==> config.mk <==
export PLATFORM = sky130hd
export DESIGN_NAME = stopwatch_lap_ctrl
export DESIGN_NICKNAME = d
export VERILOG_FILES = /design/src/rtl/stopwatch_lap_ctrl_pkg.sv /design/src/rtl/stopwatch_lap_ctrl_lap_fifo.sv /design/src/rtl/stopwatch_lap_ctrl.sv
export SDC_FILE = /design/constraint.sdc
export NUM_CORES = 1
export LEC_CHECK = 0
export ABC_AREA = 1
export ABC_CLOCK_PERIOD_IN_PS = 2800
export CAP_MARGIN = 20
export CORE_MARGIN = 5
export CORE_UTILIZATION = 40
export DETAILED_ROUTE_END_ITERATION = 8
export PLACE_DENSITY_LB_ADDON = 0.05
export SYNTH_ARGS = -nofsm -noshare
export SYNTH_HDL_FRONTEND = slang
export SYNTH_HIERARCHICAL = 1
export SYNTH_SLANG_ARGS = --single-unit
==> constraint.sdc <==
create_clock -name clk -period 2.8 [get_ports clk]
set_clock_uncertainty 0.15 [all_clocks]
set_input_delay 0.84 -clock clk [delete_from_list [all_inputs] [get_ports clk]]
set_output_delay 0.84 -clock clk [all_outputs]
set_load 0.005 [all_outputs]
==> src/rtl/stopwatch_lap_ctrl_pkg.sv <==
// Shared definitions for the stopwatch controller and the counter datapath it drives.
package stopwatch_lap_ctrl_pkg;

  typedef enum logic [1:0] {
    ST_IDLE     = 2'b00,
    ST_RUNNING  = 2'b01,
    ST_PAUSED   = 2'b10,
    ST_LAP_VIEW = 2'b11
  } sw_state_t;

  localparam int DEF_TICK_DIV = 100_000_000;
  localparam int DEF_MIN_W    = 8;
  localparam int DEF_SEC_W    = 6;

endpackage

==> src/rtl/stopwatch_lap_ctrl_lap_fifo.sv <==
// Small lap-time FIFO with registered read data and a one-cycle valid strobe.
module lap_fifo
  import stopwatch_lap_ctrl_pkg::*;
#(
  parameter int DEPTH = 4,
  parameter int WIDTH = DEF_MIN_W + DEF_SEC_W
) (
  input  logic                     clk,
  input  logic                     rst,
  input  logic                     flush,
  input  logic                     push,
  input  logic                     pop,
  input  logic [WIDTH-1:0]         wr_data,
  output logic                     rd_valid,
  output logic [WIDTH-1:0]         rd_data,
  output logic [$clog2(DEPTH):0]   count,
  output logic                     full,
  output logic                     empty
);

  localparam int AW = $clog2(DEPTH);
  localparam logic [AW:0]   DEPTH_C = (AW + 1)'(DEPTH);
  localparam logic [AW:0]   CNT_ONE = (AW + 1)'(1);
  localparam logic [AW-1:0] PTR_ONE = AW'(1);

  logic [WIDTH-1:0] mem [DEPTH];
  logic [AW-1:0]    wr_ptr;
  logic [AW-1:0]    rd_ptr;
  logic             do_push;
  logic             do_pop;

  assign empty   = (count == '0);
  assign full    = (count == DEPTH_C);
  assign do_pop  = pop & ~empty & ~flush;
  // A pop in the same cycle frees a slot, so a push into a full FIFO still lands.
  assign do_push = push & ~flush & (~full | do_pop);

  always_ff @(posedge clk) begin
    if (do_push) begin
      mem[wr_ptr] <= wr_data;
    end
  end

  always_ff @(posedge clk) begin
    if (rst) begin
      wr_ptr   <= '0;
      rd_ptr   <= '0;
      count    <= '0;
      rd_valid <= 1'b0;
      rd_data  <= '0;
    end else if (flush) begin
      wr_ptr   <= '0;
      rd_ptr   <= '0;
      count    <= '0;
      rd_valid <= 1'b0;
    end else begin
      rd_valid <= do_pop;
      if (do_pop) begin
        rd_data <= mem[rd_ptr];
        rd_ptr  <= rd_ptr + PTR_ONE;
      end
      if (do_push) begin
        wr_ptr <= wr_ptr + PTR_ONE;
      end
      case ({do_push, do_pop})
        2'b10:   count <= count + CNT_ONE;
        2'b01:   count <= count - CNT_ONE;
        default: count <= count;
      endcase
    end
  end

endmodule

==> src/rtl/stopwatch_lap_ctrl.sv <==
// Stopwatch sequencer: button edge detect, run/pause/lap FSM, one-second prescaler
// and lap capture into a readout FIFO.
module stopwatch_lap_ctrl
  import stopwatch_lap_ctrl_pkg::*;
#(
  parameter int TICK_DIV  = DEF_TICK_DIV,
  parameter int LAP_DEPTH = 4,
  parameter int MIN_W     = DEF_MIN_W,
  parameter int SEC_W     = DEF_SEC_W
) (
  input  logic                         clk,
  input  logic                         rst,
  input  logic                         start_btn,
  input  logic                         stop_btn,
  input  logic                         reset_btn,
  input  logic                         lap_btn,
  input  logic [MIN_W-1:0]             cur_min,
  input  logic [SEC_W-1:0]             cur_sec,
  output logic                         count_en,
  output logic                         clear_counters,
  output logic [1:0]                   status,
  output logic [MIN_W-1:0]             disp_min,
  output logic [SEC_W-1:0]             disp_sec,
  input  logic                         lap_rd_req,
  output logic                         lap_rd_valid,
  output logic [MIN_W-1:0]             lap_rd_min,
  output logic [SEC_W-1:0]             lap_rd_sec,
  output logic [$clog2(LAP_DEPTH):0]   lap_count,
  output logic                         lap_overflow
);

  localparam int PW = (TICK_DIV > 2) ? $clog2(TICK_DIV) : 1;
  localparam int LW = MIN_W + SEC_W;
  localparam logic [PW-1:0] PRESC_MAX = PW'(TICK_DIV - 1);
  localparam logic [PW-1:0] PRESC_ONE = PW'(1);

  sw_state_t     state;
  sw_state_t     state_next;
  logic [PW-1:0] presc;
  logic          prev_start, prev_stop, prev_reset, prev_lap;
  logic          raw_start, raw_stop, raw_reset, raw_lap;
  logic          ev_start, ev_stop, ev_reset, ev_lap;
  logic          lap_push;
  logic          presc_clear;
  logic          counting;
  logic          fifo_full;
  logic          fifo_empty;
  logic [LW-1:0] lap_rd_data;

  assign raw_start = start_btn & ~prev_start;
  assign raw_stop  = stop_btn  & ~prev_stop;
  assign raw_reset = reset_btn & ~prev_reset;
  assign raw_lap   = lap_btn   & ~prev_lap;

  // Only the highest-priority edge in a cycle survives; the rest are dropped.
  assign ev_reset = raw_reset;
  assign ev_stop  = raw_stop  & ~raw_reset;
  assign ev_start = raw_start & ~raw_stop & ~raw_reset;
  assign ev_lap   = raw_lap   & ~raw_start & ~raw_stop & ~raw_reset;

  always_ff @(posedge clk) begin
    if (rst) begin
      state <= ST_IDLE;
    end else begin
      state <= state_next;
    end
  end

  always_comb begin
    state_next  = state;
    lap_push    = 1'b0;
    presc_clear = 1'b0;
    unique case (state)
      ST_IDLE: begin
        if (ev_start) begin
          state_next  = ST_RUNNING;
          presc_clear = 1'b1;
        end
      end
      ST_RUNNING: begin
        if (ev_stop) begin
          state_next = ST_PAUSED;
        end else if (ev_lap) begin
          state_next = ST_LAP_VIEW;
          lap_push   = 1'b1;
        end
      end
      ST_PAUSED: begin
        if (ev_start) begin
          state_next = ST_RUNNING;
        end
      end
      ST_LAP_VIEW: begin
        if (ev_stop) begin
          state_next = ST_PAUSED;
        end else if (ev_start) begin
          state_next = ST_RUNNING;
        end else if (ev_lap) begin
          lap_push = 1'b1;
        end
      end
      default: state_next = ST_IDLE;
    endcase
    if (ev_reset) begin
      state_next  = ST_IDLE;
      presc_clear = 1'b1;
    end
  end

  // The prescaler advances only while staying in a counting state, so the cycle
  // that pauses or resumes does not consume part of the second.
  assign counting = ((state == ST_RUNNING) || (state == ST_LAP_VIEW)) &&
                    ((state_next == ST_RUNNING) || (state_next == ST_LAP_VIEW));

  assign status = state;

  always_ff @(posedge clk) begin
    if (rst) begin
      prev_start     <= 1'b0;
      prev_stop      <= 1'b0;
      prev_reset     <= 1'b0;
      prev_lap       <= 1'b0;
      presc          <= '0;
      count_en       <= 1'b0;
      clear_counters <= 1'b0;
      disp_min       <= '0;
      disp_sec       <= '0;
      lap_overflow   <= 1'b0;
    end else begin
      prev_start     <= start_btn;
      prev_stop      <= stop_btn;
      prev_reset     <= reset_btn;
      prev_lap       <= lap_btn;
      clear_counters <= ev_reset;
      count_en       <= counting && (presc == PRESC_MAX);
      if (presc_clear) begin
        presc <= '0;
      end else if (counting) begin
        presc <= (presc == PRESC_MAX) ? '0 : presc + PRESC_ONE;
      end
      // In lap view the display register doubles as the frozen lap latch.
      if ((state_next != ST_LAP_VIEW) || lap_push) begin
        disp_min <= cur_min;
        disp_sec <= cur_sec;
      end
      if (ev_reset) begin
        lap_overflow <= 1'b0;
      end else if (lap_push && fifo_full && !(lap_rd_req && !fifo_empty)) begin
        lap_overflow <= 1'b1;
      end
    end
  end

  lap_fifo #(
    .DEPTH (LAP_DEPTH),
    .WIDTH (LW)
  ) u_lap_fifo (
    .clk      (clk),
    .rst      (rst),
    .flush    (ev_reset),
    .push     (lap_push),
    .pop      (lap_rd_req),
    .wr_data  ({cur_min, cur_sec}),
    .rd_valid (lap_rd_valid),
    .rd_data  (lap_rd_data),
    .count    (lap_count),
    .full     (fifo_full),
    .empty    (fifo_empty)
  );

  assign {lap_rd_min, lap_rd_sec} = lap_rd_data;

endmodule

==> results of run 1 <==
sequential cells by signal (all words and copies together), names as in the netlist:
name and count:
disp_sec 6, lap_overflow 1, count_en 1, u_lap_fifo/rd_data 14
u_lap_fifo/mem 56, u_lap_fifo/rd_ptr 2, u_lap_fifo/count 3, prev_lap 1
u_lap_fifo/wr_ptr 2, status 2, clear_counters 1, prev_stop 1
u_lap_fifo/rd_valid 1, presc 27, disp_min 8, prev_start 1
prev_reset 1
worst max path at each step:
stage	start	to	slack (ns)	cells past startpoint
finish	start_btn	u_lap_fifo/mem[3][1]	0.23	11
global route	start_btn	u_lap_fifo/mem[3][11]	0.06	11
CTS	start_btn	u_lap_fifo/mem[3][11]	0.22	11
detailed placement	lap_btn	u_lap_fifo/mem[3][0]	-0.23	10
global placement	lap_btn	u_lap_fifo/mem[1][11]	-0.18	10
floorplan	start_btn	u_lap_fifo/mem[0][0]	-0.15	9
cells in the mapped netlist, drive strengths merged:
cell type	instances	area (um^2)
a21boi	1	7.51
ha	5	62.6
and2	1	6.26
nand4	13	87.6
dfxtp	72	1440
nor2	170	749
xnor2	1	8.76
clkbuf	7	27.5
nand3	26	135
nor3	8	50.1
buf	10	71.3
fa	1	20.0
xor2	5	43.8
a21oi	21	105
o22a	1	8.76
edfxtp	56	1680
o21a	1	7.51
inv	65	251
nand2	99	442
o22ai	13	81.3
and3	1	6.26
o211a	1	10.0
o21ai	68	355
layout make-up:
| cell class | instances | area share (%) |
|---|---|---|
| inverter | 65 | 3.51 |
| multi-input combinational | 436 | 30.5 |
| clock buffer | 19 | 6.04 |
| tap | 180 | 3.14 |
| timing repair buffer | 82 | 10.9 |
| sequential | 128 | 43.6 |
| clock inverter | 13 | 2.25 |
placed cells by master (no fill, tap or decap), types with 2 or more instances in the layout:
cell / Yosys / final
sky130_fd_sc_hd__a21oi_1: 21 / 21
sky130_fd_sc_hd__nand2_4: 7 / 7
sky130_fd_sc_hd__inv_6: 1 / 3
sky130_fd_sc_hd__clkdlybuf4s50_1: 0 / 57
sky130_fd_sc_hd__inv_2: 7 / 7
sky130_fd_sc_hd__nor3_1: 6 / 6
sky130_fd_sc_hd__nand2_2: 7 / 7
sky130_fd_sc_hd__inv_1: 56 / 56
sky130_fd_sc_hd__o22ai_1: 13 / 13
sky130_fd_sc_hd__nand3_1: 25 / 25
sky130_fd_sc_hd__buf_12: 0 / 2
sky130_fd_sc_hd__clkbuf_1: 6 / 2
sky130_fd_sc_hd__nand2_1: 85 / 85
sky130_fd_sc_hd__o21ai_0: 54 / 54
sky130_fd_sc_hd__dfxtp_1: 72 / 72
sky130_fd_sc_hd__bufinv_16: 0 / 3
sky130_fd_sc_hd__clkinvlp_4: 0 / 3
sky130_fd_sc_hd__nor3_2: 2 / 2
sky130_fd_sc_hd__xor2_1: 5 / 5
sky130_fd_sc_hd__clkbuf_16: 0 / 17
sky130_fd_sc_hd__clkinv_2: 0 / 2
sky130_fd_sc_hd__o21ai_1: 12 / 12
sky130_fd_sc_hd__nor2_2: 11 / 11
sky130_fd_sc_hd__clkinv_4: 0 / 2
sky130_fd_sc_hd__nand4_1: 12 / 12
sky130_fd_sc_hd__nor2_1: 149 / 149
sky130_fd_sc_hd__buf_4: 1 / 23
sky130_fd_sc_hd__ha_1: 5 / 5
sky130_fd_sc_hd__nor2_4: 9 / 9
sky130_fd_sc_hd__edfxtp_1: 56 / 56
logic make-up after synthesis:
| group | count (synthesis) | share of synthesized area [%] |
|---|---|---|
| fa+ha+maj | 6 | 1.46 |
| flops | 128 | 55.2 |
| buf+inv | 82 | 6.19 |
| simple gates | 318 | 26.1 |
| xor+xnor | 6 | 0.928 |
| compound gates | 106 | 10.2 |
through the flow:
stage | util [%] | TNS (ns) | power (W) | hold WS, ns | instance area (um^2)
5_1_grt | 51.6 | 0 | 0.00453 | 0.342 | 7160
2_1_floorplan | - | -8.26 | 0.00208 | 0.314 | 5660
4_1_cts | 51.6 | 0 | 0.00441 | 0.326 | 7160
3_3_place_gp | 47.3 | -9.28 | 0.00219 | 0.304 | 6570
3_5_place_dp | 47.3 | -12.20 | 0.00219 | 0.313 | 6570
6_report | 51.6 | 0 | 0.00436 | 0.321 | 7160
critical path: stages:
cell and delay [ns]:
sky130_fd_sc_hd__clkdlybuf4s50_1 0.40, sky130_fd_sc_hd__inv_1 0.11, sky130_fd_sc_hd__nor2_4 0.04, sky130_fd_sc_hd__nor3_1 0.26, sky130_fd_sc_hd__nand2_2 0.09, sky130_fd_sc_hd__inv_1 0.06, sky130_fd_sc_hd__inv_1 0.04, sky130_fd_sc_hd__nor2_1 0.20
sky130_fd_sc_hd__o21ai_4 0.12, sky130_fd_sc_hd__nor2_1 0.16, sky130_fd_sc_hd__buf_4 0.21
power by group through the flow:
stage                     logic [W]  clock network [W]  registers, W
after floorplan           0.0000659                  0       0.00202
after global placement     0.000171                  0       0.00202
after detailed placement   0.000173                  0       0.00201
after CTS                  0.000174            0.00226       0.00198
after global routing       0.000190            0.00236       0.00198
final                      0.000171            0.00221       0.00198
routing by layer:
layer  routed length, um  track usage, %
met5                   0               0
met4                 178            5.93
met3                 849            4.52
met2                5470            23.8
met1                6750            25.3
==> results by stage, run 1 <==
Outcome:
- The flow ran to the end, and the final reports show no timing, DRC or antenna violations.

CTS:
- In this run, post-CTS repair resized a total of 0 instances.
- Clock-pin slew was measured on the worst setup and hold paths at ~0.050 ns.
- The number of H-tree branching levels is 4.
- The tree is rooted in a sky130_fd_sc_hd__clkbuf_16.
- The clock network latency to the later pin of the worst-skew pair is 0.42 ns.
- The count of hold-fix buffers inserted at cts is 0.
- The CTS sink count is 128.
- The number of post-CTS setup repair buffers is 0.
- The number of buffers on the longest clock path is 2.
- The clock tree from TritonCTS is done.
- The number of clock buffers added by TritonCTS is 17.

Finish:
- Relative to the synthesized area, the layout overhead comes to 26.6%.
- For this run, the post-layout net count is 757.
- The post-route netlist has between 10% and 20% of its cells at a drive strength greater than 1.
- Counting the fill cells in the layout gives ~1300.
- The repair_antennas step left the layout with diodes totalling 0.
- The sequential cells in the finished layout cover a total of about 3100 um^2.
- The multi-input combinational cells in the finished layout cover a total of about 2200 um^2.
- The final non-filler cell total is 923.

Floorplan:
- The die is 129 um wide.
- After floorplanning, the core was divided into 43 placement rows.
- In this run the vertical extent of the chip is roughly 130 um.
- The die covers 16600 um^2.
- In this run the count of I/O pins placed on the die edge is 58.
- The initial standard-cell utilization of the core is 40.8%.
- The placeable core region is around 14000 um^2.

GRT:
- The residual overflow from global routing is 0.
- The first global-routing pass estimated around 22 mm of wire.
- The number of global-route vias before repair is 4184.
- The largest net degree at the start of global routing is 30.
- The number of antenna violations at the first check in global routing is 0.
- The total global routing track utilization is between 15 and 20%.

Routing:
- The antenna violation net count after detailed routing is 0.
- The via total after detailed routing is 4468.
- For this run, the detailed router's first-pass iteration total came to 5.
- The final layout contains routed wiring with a total length of roughly 13 mm.
- The violation count after the first detailed-route iteration is approximately 310.
- For this run, design rule violations remaining after detail routing come to 0.
- The average via count per standard cell is approximately 4.8.
- The routed wirelength normalized by instance count is 14.4 um.

Min path:
- The path with the worst hold slack has its endpoint at lap_overflow.
- The origin of the worst min-delay path is lap_overflow.
- Along the worst hold path, the cell count comes to 1.
- The worst hold path belongs to the class reg2reg.

Synth:
- Yosys mapped the design onto 40 distinct sky130hd cell types.
- The count of yosys warnings during synthesis is 6.
- Sequential elements use a little under three fifths of the synthesized area.
- In this run the cell area of the synthesized design comes to approximately 5700 um^2.
- The post-synthesis area per instance is slightly below 9 um^2.
- In the synthesized netlist, the number of instances is around 650.
- The synthesized net count is about 670.
- The number of synthesized register bits is 128.

Timing:
- The final critical path takes up about nine tenths of the cycle.
- The shortest period the worst path allows is 2.57 ns.
- Setup violations remaining at the end of the flow were counted as 0.
- The highest attainable clock frequency is between 300 and 400 MHz.
- The worst pin sits at a relative slew slack of between 40% and 50%.
- The number of hold-slack violations in the final timing report came to 0.
- For the pin with the worst max-slew slack, the measured transition is 0.787 ns.
- Setup repair after global routing left no endpoint under its margin.
- The slack of the critical path is approximately 0.23 ns.
- The final count of pins violating max slew is 0.

Pwr:
- The switching fraction of total power is 20.9%.
- Power spread over the standard cell area amounts to around 610 nW/um^2.
- The worst-case IR drop observed on VDD is approximately 0.44 mV.
- The net switching power is around 0.00091 W.
- The cell internal power dissipation is approximately 0.0034 W.
- The share of total power dissipated in the clock network is ~51%.
- The part of the power in combinational logic is slightly below 4%.
- For this design the static power due to leakage is approximately 2.7 nW.
- The power share of the sequential group is 45.4%.

Placement:
- The worst setup slack after placement is -0.230 ns.
- Detailed placement finished with a half-perimeter wire length of between 9 and 10 mm.
- During placement, the flow inserted port buffers numbering between 50 and 60.
- In this run, placement finished with an instance count of 891.
- At the end of routability-driven placement, the weighted congestion stood at 0.889.

Flow run:
- The reported max-cap violation count is 0.

Critical path:
- STA puts the critical path data arrival time at 2.54 ns.
- The kind of end point of the critical path is a flop.
- In this run the worst path has a maximum fanout of 8.
- For the worst setup path, the data required time is about 2.8 ns.
- The startpoint identified for the worst register-to-register timing path is prev_start.
- The worst reg2reg path depth is 9.
- The capture point of the worst reg-to-reg path is u_lap_fifo/mem[3][1].
- Across all register-to-register paths, the minimum setup slack is approximately 0.80 ns.
- The kind of start point of the critical path is an input pin.
- The category of the critical setup timing path is in2reg.
Note: power is estimated with default switching activity, not from simulation.
==> run 2: changes to the inputs <==
- CORE_UTILIZATION: 40 -> 42
==> run 2 against run 1 <==
Compared with the run above:
- register-to-register slack improved by 0.03 ns
- power decreased by 0.27%
- largest power group unchanged
- sequential cell count unchanged
- via count increased by 1.6%
- wire length decreased by 1.3%
- critical path depth decreased by 1
- critical endpoint is now u_lap_fifo/mem[0][10]
==> results by stage, run 2 (same netlist as run 1, synthesis figures left out) <==
CTS:
- The root cell of the clock tree is sky130_fd_sc_hd__clkbuf_16.
- The number of H-tree branching levels is 4 (unchanged).
- The number of buffers on the longest clock path was 2 (unchanged).
- The count of hold-fix buffers inserted at cts is 0 (unchanged).
- The CTS sink count came to 128 (unchanged).
- TritonCTS built the clock tree.
- The number of buffers created by CTS is 17 (unchanged).
- The post-CTS clock slew at the launch and capture registers of the worst setup and hold paths is 0.05 ns (about the same).
- The number of post-CTS setup repair buffers was 0 (unchanged).
- The total of cells resized after clock tree synthesis was 0 (unchanged).
- The clock network latency to the later pin of the worst-skew pair is 0.42 ns (about the same).

Timing:
- The final count of pins violating max slew is 0 (unchanged).
- The slack of the critical path is 0.240 ns (+0.00842 ns).
- The slew at the pin closest to its max-slew limit was 0.828 ns (+0.0410 ns).
- The highest attainable clock frequency is 391 MHz (+0.33%).
- The final period utilization came to 91.4% (-0.30 points).
- The worst slew slack as a fraction of its limit was 44.7% (-2.7 points).
- The shortest period the worst path allows is 2.56 ns (-0.00842 ns).
- The number of hold-slack violations in the final timing report is 0 (unchanged).
- The worst hold margin is 0.316 ns (-0.00431 ns).
- The final count of negative-setup-slack endpoints came to 0 (unchanged).
- Setup repair after global routing left no endpoint under its margin.

Finish:
- The number of nets at the end of the flow was 756 (-0.13%).
- In the layout the commonest cells are sky130_fd_sc_hd__nor2_1, sky130_fd_sc_hd__nand2_1, sky130_fd_sc_hd__dfxtp_1.
- The area growth from synthesis to layout is 26.4%.
- The core utilization of the finished layout is 54.0% (+2.4 points).
- The largest register by flop count is u_lap_fifo/mem.
- The share of layout cells above drive strength 1 is 13.9% (-0.12 points).
- The antenna cell count is 0 (unchanged).
- The leading cell type in the layout, fill and taps excluded is sky130_fd_sc_hd__nor2_1.
- The final non-filler cell total is 918 (-0.54%).
- In the final layout, the registers with the most flip-flops are u_lap_fifo/mem x56, presc x27, u_lap_fifo/rd_data x14.
- The flip-flop count of the largest register after layout was 56 (unchanged).
- The layout filler cell count was 1243 (-5.8%).

Critical path:
- The arrival time at the worst endpoint is 2.54 ns (about the same).
- The worst reg2reg path depth is 9 (unchanged).
- The maximum fanout encountered on the critical timing path is 14 (+6).
- The worst setup path is captured at a flop.
- The category of the critical setup timing path is in2reg.
- The worst setup path is launched from an input pin.
- The worst register-to-register path ends at u_lap_fifo/mem[0][10].
- The worst setup slack for register-to-register paths is 0.83 ns (+0.03 ns).
- The startpoint identified for the worst register-to-register timing path is prev_start.
- The worst path required time is 2.78 ns (about the same).

Placement:
- The worst setup slack after placement is -0.172 ns (+0.0580 ns).
- The post-DP HPWL is 9.34 mm (-2.2%).
- The count of input and output buffers is 57 (unchanged).
- The final estimated routing congestion in global placement is 0.895 (+0.71%).
- The number of cells in the design after placement is 886 (-0.56%).

Pwr:
- The power share of the sequential group was 45.5% (about the same).
- The cell internal power dissipation is 0.00344 W (about the same).
- The net switching power is 0.000900 W (-1.1%).
- The part of the power in combinational logic was 3.9% (about the same).
- The proportion of power drawn by the clock network is 50.6% (about the same).
- The maximum VDD drop is 0.398 mV (-8.9%).
- The total power per unit cell area is 607 nW/um^2 (-0.11%).
- The leakage power was 2.65 nW (about the same).
- The switching fraction of total power is 20.7% (-0.16 points).

Floorplan:
- The initial standard-cell utilization of the core was 42.7% (+2.0 points).
- The total die area is 15900 um^2 (-4.4%).
- The number of core rows is 42 (-2.3%).
- The placeable core region was 13200 um^2 (-4.6%).
- The horizontal extent of the die is 126 um (-2.2%).
- The die height is 126 um (-2.2%).
- The total I/O pin count is 58 (unchanged).

Routing:
- The remaining routing DRC violations is 0 (unchanged).
- The via total after detailed routing is 4541 (+1.6%).
- The final wirelength is 13.1 mm (-1.3%).
- The violation count after the first detailed-route iteration is 327 (+6.9%).
- The number of iterations in the first detailed-routing pass is 5 (unchanged).
- The average via count per standard cell is 4.95 (+2.2%).
- The routed wirelength normalized by instance count is 14.2 um (-0.78%).
- The antenna violation net count after detailed routing is 0 (unchanged).

Min path:
- For hold timing, the worst endpoint is lap_overflow.
- The origin of the worst min-delay path is lap_overflow.
- The tightest min-delay check is of the reg2reg type.
- The number of instances on the worst hold path is 1 (unchanged).

GRT:
- The residual overflow from global routing came to 0 (unchanged).
- The total global routing track utilization is 17.0% (+0.027 points).
- The number of antenna violations at the first check in global routing is 0 (unchanged).
- The number of global-route vias before repair was 4156 (-0.67%).
- The largest net degree at the start of global routing is 30 (unchanged).
- The wire length of the first global-routing pass was 21.3 mm (-3.0%).

Outcome:
- The run finished with clean final reports.

Flow run:
- The reported max-cap violation count is 0 (unchanged).
-- run 2: cell types whose count changed in the layout (fill, tap and decap cells not counted) --
cell                         delta
sky130_fd_sc_hd__buf_4          -1
sky130_fd_sc_hd__clkbuf_1       -1
sky130_fd_sc_hd__clkinv_1       +1
sky130_fd_sc_hd__clkinv_4       +1
sky130_fd_sc_hd__clkinvlp_4     -1
-- run 2: worst max-delay path, stage by stage --
cell,delay (ns)
sky130_fd_sc_hd__clkdlybuf4s50_1,0.46
sky130_fd_sc_hd__inv_1,0.05
sky130_fd_sc_hd__nor3_1,0.30
sky130_fd_sc_hd__nand2_2,0.09
sky130_fd_sc_hd__inv_1,0.06
sky130_fd_sc_hd__inv_1,0.04
sky130_fd_sc_hd__nor2_1,0.19
sky130_fd_sc_hd__o21ai_4,0.12
sky130_fd_sc_hd__nor2_1,0.19
sky130_fd_sc_hd__buf_12,0.18
-- run 2: per-stage QoR --
stage               area [um^2]  TNS (ns)  power (W)
floorplan                  5660     -8.26    0.00208
global placement           6560     -9.18    0.00218
detailed placement         6560     -9.24    0.00219
CTS                        7150         0    0.00439
global route               7150         0    0.00452
finish                     7150         0    0.00434
-- run 2: worst max-delay path by stage --
| stage | slack [ns] | from | to |
|---|---|---|---|
| final | 0.24 | lap_btn | u_lap_fifo/mem[0][10] |
| after floorplan | -0.15 | start_btn | u_lap_fifo/mem[0][0] |
| after CTS | 0.24 | lap_btn | u_lap_fifo/mem[0][10] |
| after detailed placement | -0.17 | lap_btn | u_lap_fifo/mem[0][6] |
| after global routing | 0.13 | start_btn | u_lap_fifo/mem[0][10] |
| after global placement | -0.17 | lap_btn | u_lap_fifo/mem[0][12] |
-- run 2: cell type report --
type	count	area, um^2	area share [%]
clock buffers	18	429	6.00
inverters	65	251	3.52
repair buffers	81	776	10.8
well taps	176	220	3.08
clock inverters	14	166	2.33
flip-flops and latches	128	3120	43.7
multi-input cells	436	2190	30.6
-- run 2: routing by layer --
| layer | GRT usage [%] | part of all wire [%] | vias to the layer above |
|---|---|---|---|
| li1 | - | - | 2295 |
| met4 | 7.26 | 1.8 | 0 |
| met3 | 4.53 | 5.8 | 20 |
| met5 | 0 | 0 | - |
| met2 | 23.4 | 42 | 127 |
| met1 | 25.1 | 50 | 2099 |
-- run 2: power by group through the flow --
stage	clock, W	sequential, W	combinational, W
after floorplan	0	0.00202	0.0000659
after detailed placement	0	0.00201	0.000172
after global placement	0	0.00201	0.000170
final	0.00220	0.00198	0.000171
after CTS	0.00224	0.00198	0.000173
after global routing	0.00235	0.00198	0.000189
==> run 3: changes to the inputs <==
- CAP_MARGIN: 20 -> 40
- CORE_UTILIZATION: 42 -> 51
==> run 3 against run 2 <==
Compared with the run above:
- global-route usage grew 3.9 points
- cell area down 1.2%
- sequential power about the same
- power down 3.9%
- critical endpoint is now u_lap_fifo/mem[3][1]
- largest cell class unchanged
- highest routed layer unchanged
==> results by stage, run 3 (same netlist as run 1, synthesis figures left out) <==
Outcome:
- The run finished with clean final reports.

Finish:
- The final non-filler cell total is 884 (-3.7%).
- The area growth from synthesis to layout is 24.9%.
- Leaving out fill and tap cells, the most frequent cell in the layout is sky130_fd_sc_hd__nor2_1.
- In the layout the commonest cells are sky130_fd_sc_hd__nor2_1, sky130_fd_sc_hd__nand2_1, sky130_fd_sc_hd__dfxtp_1.
- The number of nets at the end of the flow was 758 (+0.26%).
- The core utilization of the finished layout is 65.2% (+11 points).
- In the final layout, the registers with the most flip-flops are u_lap_fifo/mem x56, presc x27, u_lap_fifo/rd_data x14.
- The flip-flop count of the largest register after layout is 56 (unchanged).
- The share of layout cells above drive strength 1 came to 14.1% (+0.23 points).
- The antenna cell count is 0 (unchanged).
- Counting flops per register, the top entry is u_lap_fifo/mem.

Critical path:
- The category of the critical setup timing path is in2reg.
- STA classifies the critical path endpoint as a flop.
- The maximum fanout encountered on the critical timing path is 9 (-5).
- The worst-path cell with the longest stage delay is sky130_fd_sc_hd__clkdlybuf4s50_1.
- The worst setup slack for register-to-register paths is 0.78 ns (-0.05 ns).
- The capture point of the worst reg-to-reg path is u_lap_fifo/mem[3][1].
- The number of buffer and inverter instances along the worst setup path is 5 (unchanged).
- The worst path required time is 2.87 ns (+0.09 ns).
- On the critical path the largest part of the delay comes from buffers and inverters.
- The largest incremental delay on the critical path is 0.46 ns (about the same).
- The kind of start point of the critical path is an input pin.
- The arrival time at the worst endpoint is 2.56 ns (+0.02 ns).
- The worst reg2reg path depth is 9 (unchanged).
- The most numerous cell type found on the critical path is sky130_fd_sc_hd__inv_1.
- The worst flop-to-flop path startpoint is prev_start.
- Walking the worst path, the cells encountered are clkdlybuf4s50_1 -> inv_1 -> nor3_1 -> nand2_2 -> inv_1 -> inv_1 -> nor2_1 -> o21ai_4 -> nor2_1 -> buf_4.

Timing:
- The final count of pins violating max slew is 0 (unchanged).
- The highest attainable clock frequency is 401 MHz (+2.7%).
- The number of hold-slack violations in the final timing report is 0 (unchanged).
- The sum of negative setup slack is 0 ns (unchanged).
- The shortest period the worst path allows is 2.49 ns (-0.0685 ns).
- The final count of negative-setup-slack endpoints was 0 (unchanged).
- The final period utilization was 89.0% (-2.4 points).
- Setup repair after global routing left no endpoint under its margin.
- The slew at the pin closest to its max-slew limit came to 0.773 ns (-0.0551 ns).
- The worst slew slack as a fraction of its limit came to 48.4% (+3.7 points).

GRT:
- The met3 track utilization from global routing was 5.37% (+0.84 points).
- The total global routing track utilization is 20.9% (+3.9 points).
- The number of antenna violations at the first check in global routing is 0 (unchanged).
- The layer flagged by global routing as most heavily used is met1.
- The number of global-route vias before repair was 4428 (+6.5%).
- The global routing met1 resource utilization came to 30.4% (+5.3 points).
- The residual overflow from global routing is 0 (unchanged).
- The wire length of the first global-routing pass is 21.7 mm (+1.8%).
- The largest net degree at the start of global routing is 30 (unchanged).
- The met2 track demand over resource is 30.4% (+7.0 points).

Flow run:
- The reported max-cap violation count came to 0 (unchanged).

Floorplan:
- The total die area came to 13300 um^2 (-16%).
- The number of core rows is 38 (-9.5%).
- The total I/O pin count is 58 (unchanged).
- The placeable core region came to 10800 um^2 (-18%).
- The die height is 115 um (-8.5%).
- The initial standard-cell utilization of the core is 52.2% (+9.5 points).
- The horizontal extent of the die is 115 um (-8.5%).

Pwr:
- The leakage power is 2.65 nW (-0.29%).
- The total power per unit cell area came to 591 nW/um^2 (-2.7%).
- The maximum VDD drop is 0.326 mV (-18%).

CTS:
- The clock network latency to the later pin of the worst-skew pair is 0.52 ns (+0.10 ns).
- The number of H-tree branching levels was 4 (unchanged).
- The number of buffers on the longest clock path is 2 (unchanged).
- The number of post-CTS setup repair buffers is 0 (unchanged).
- The count of hold-fix buffers inserted at cts is 0 (unchanged).
- The total of cells resized after clock tree synthesis came to 0 (unchanged).
- The CTS sink count is 128 (unchanged).
- The clock tree from TritonCTS is done.
- In this run the clock root is driven by a sky130_fd_sc_hd__clkbuf_8.
- The post-CTS clock slew at the launch and capture registers of the worst setup and hold paths came to 0.06 ns (about the same).
- The number of buffers created by CTS was 17 (unchanged).

Routing:
- The routed wirelength normalized by instance count is 14.6 um (+2.6%).
- The antenna violation net count after detailed routing came to 0 (unchanged).
- The final wirelength is 12.9 mm (-1.2%).
- The via total after detailed routing came to 4574 (+0.73%).
- The average via count per standard cell is 5.17 (+4.6%).
- The remaining routing DRC violations came to 0 (unchanged).
- The number of iterations in the first detailed-routing pass came to 5 (unchanged).
- The violation count after the first detailed-route iteration is 371 (+13%).

Placement:
- The post-DP HPWL came to 9.19 mm (-1.6%).
- The number of cells in the design after placement is 852 (-3.8%).
- The final estimated routing congestion in global placement is 0.899 (+0.44%).
- The count of input and output buffers is 57 (unchanged).

Min path:
- The worst hold path begins at lap_overflow.
- The type of the most critical hold path is reg2reg.
- For hold timing, the worst endpoint is lap_overflow.
- The number of instances on the worst hold path is 1 (unchanged).
==> run 3: final cells by class <==
type,instances,area (um^2)
Tap cell,140,175
Inverter,65,251
Fill cell,940,3770
Clock inverter,9,82.6
Timing Repair Buffer,83,778
Sequential cell,128,3120
Clock buffer,23,472
Multi-Input combinational cell,436,2190
==> run 3: routing by layer <==
metal / up-vias / wire length (um)
met5: - / 0
met4: 0 / 161
met3: 12 / 860
met2: 146 / 5550
met1: 2115 / 6350
li1: 2301 / -
==> run 3: where the power goes <==
group	switching, W	internal [W]	leakage [nW]
Combinational	0.0000877	0.0000817	1.29
Sequential	0.00000942	0.00197	1.09
Clock	0.000771	0.00126	0.271
==> run 3: worst max path at each step <==
stage                   start                    to  slack [ns]  cells past startpoint
floorplan           start_btn  u_lap_fifo/mem[0][0]       -0.15                      9
global placement      lap_btn  u_lap_fifo/mem[3][8]       -0.16                     10
detailed placement    lap_btn  u_lap_fifo/mem[3][6]       -0.21                     10
CTS                 status[0]             status[0]        0.34                      1
global route        start_btn  u_lap_fifo/mem[3][1]        0.23                     11
finish                lap_btn  u_lap_fifo/mem[3][1]        0.31                     10
==> run 3: through the flow <==
step	worst slack, ns	power [W]	hold WS (ns)	cell area [um^2]
2_1_floorplan	-0.147	0.00208	0.314	5660
3_3_place_gp	-0.160	0.00218	0.304	6520
3_5_place_dp	-0.210	0.00218	0.326	6520
4_1_cts	0.342	0.00423	0.339	7070
5_1_grt	0.233	0.00434	0.356	7070
6_report	0.309	0.00418	0.328	7070
==> run 3: worst reg2reg max path, delay by kind of cell, from the launching register on <==
| kind | cells | cell delay [ns] |
|---|---|---|
| and+or+nand+nor | 5 | 0.76 |
| DFF | 1 | 0.36 |
| buffers and inverters | 3 | 0.34 |
| AOI/OAI and AO/OA | 1 | 0.12 |
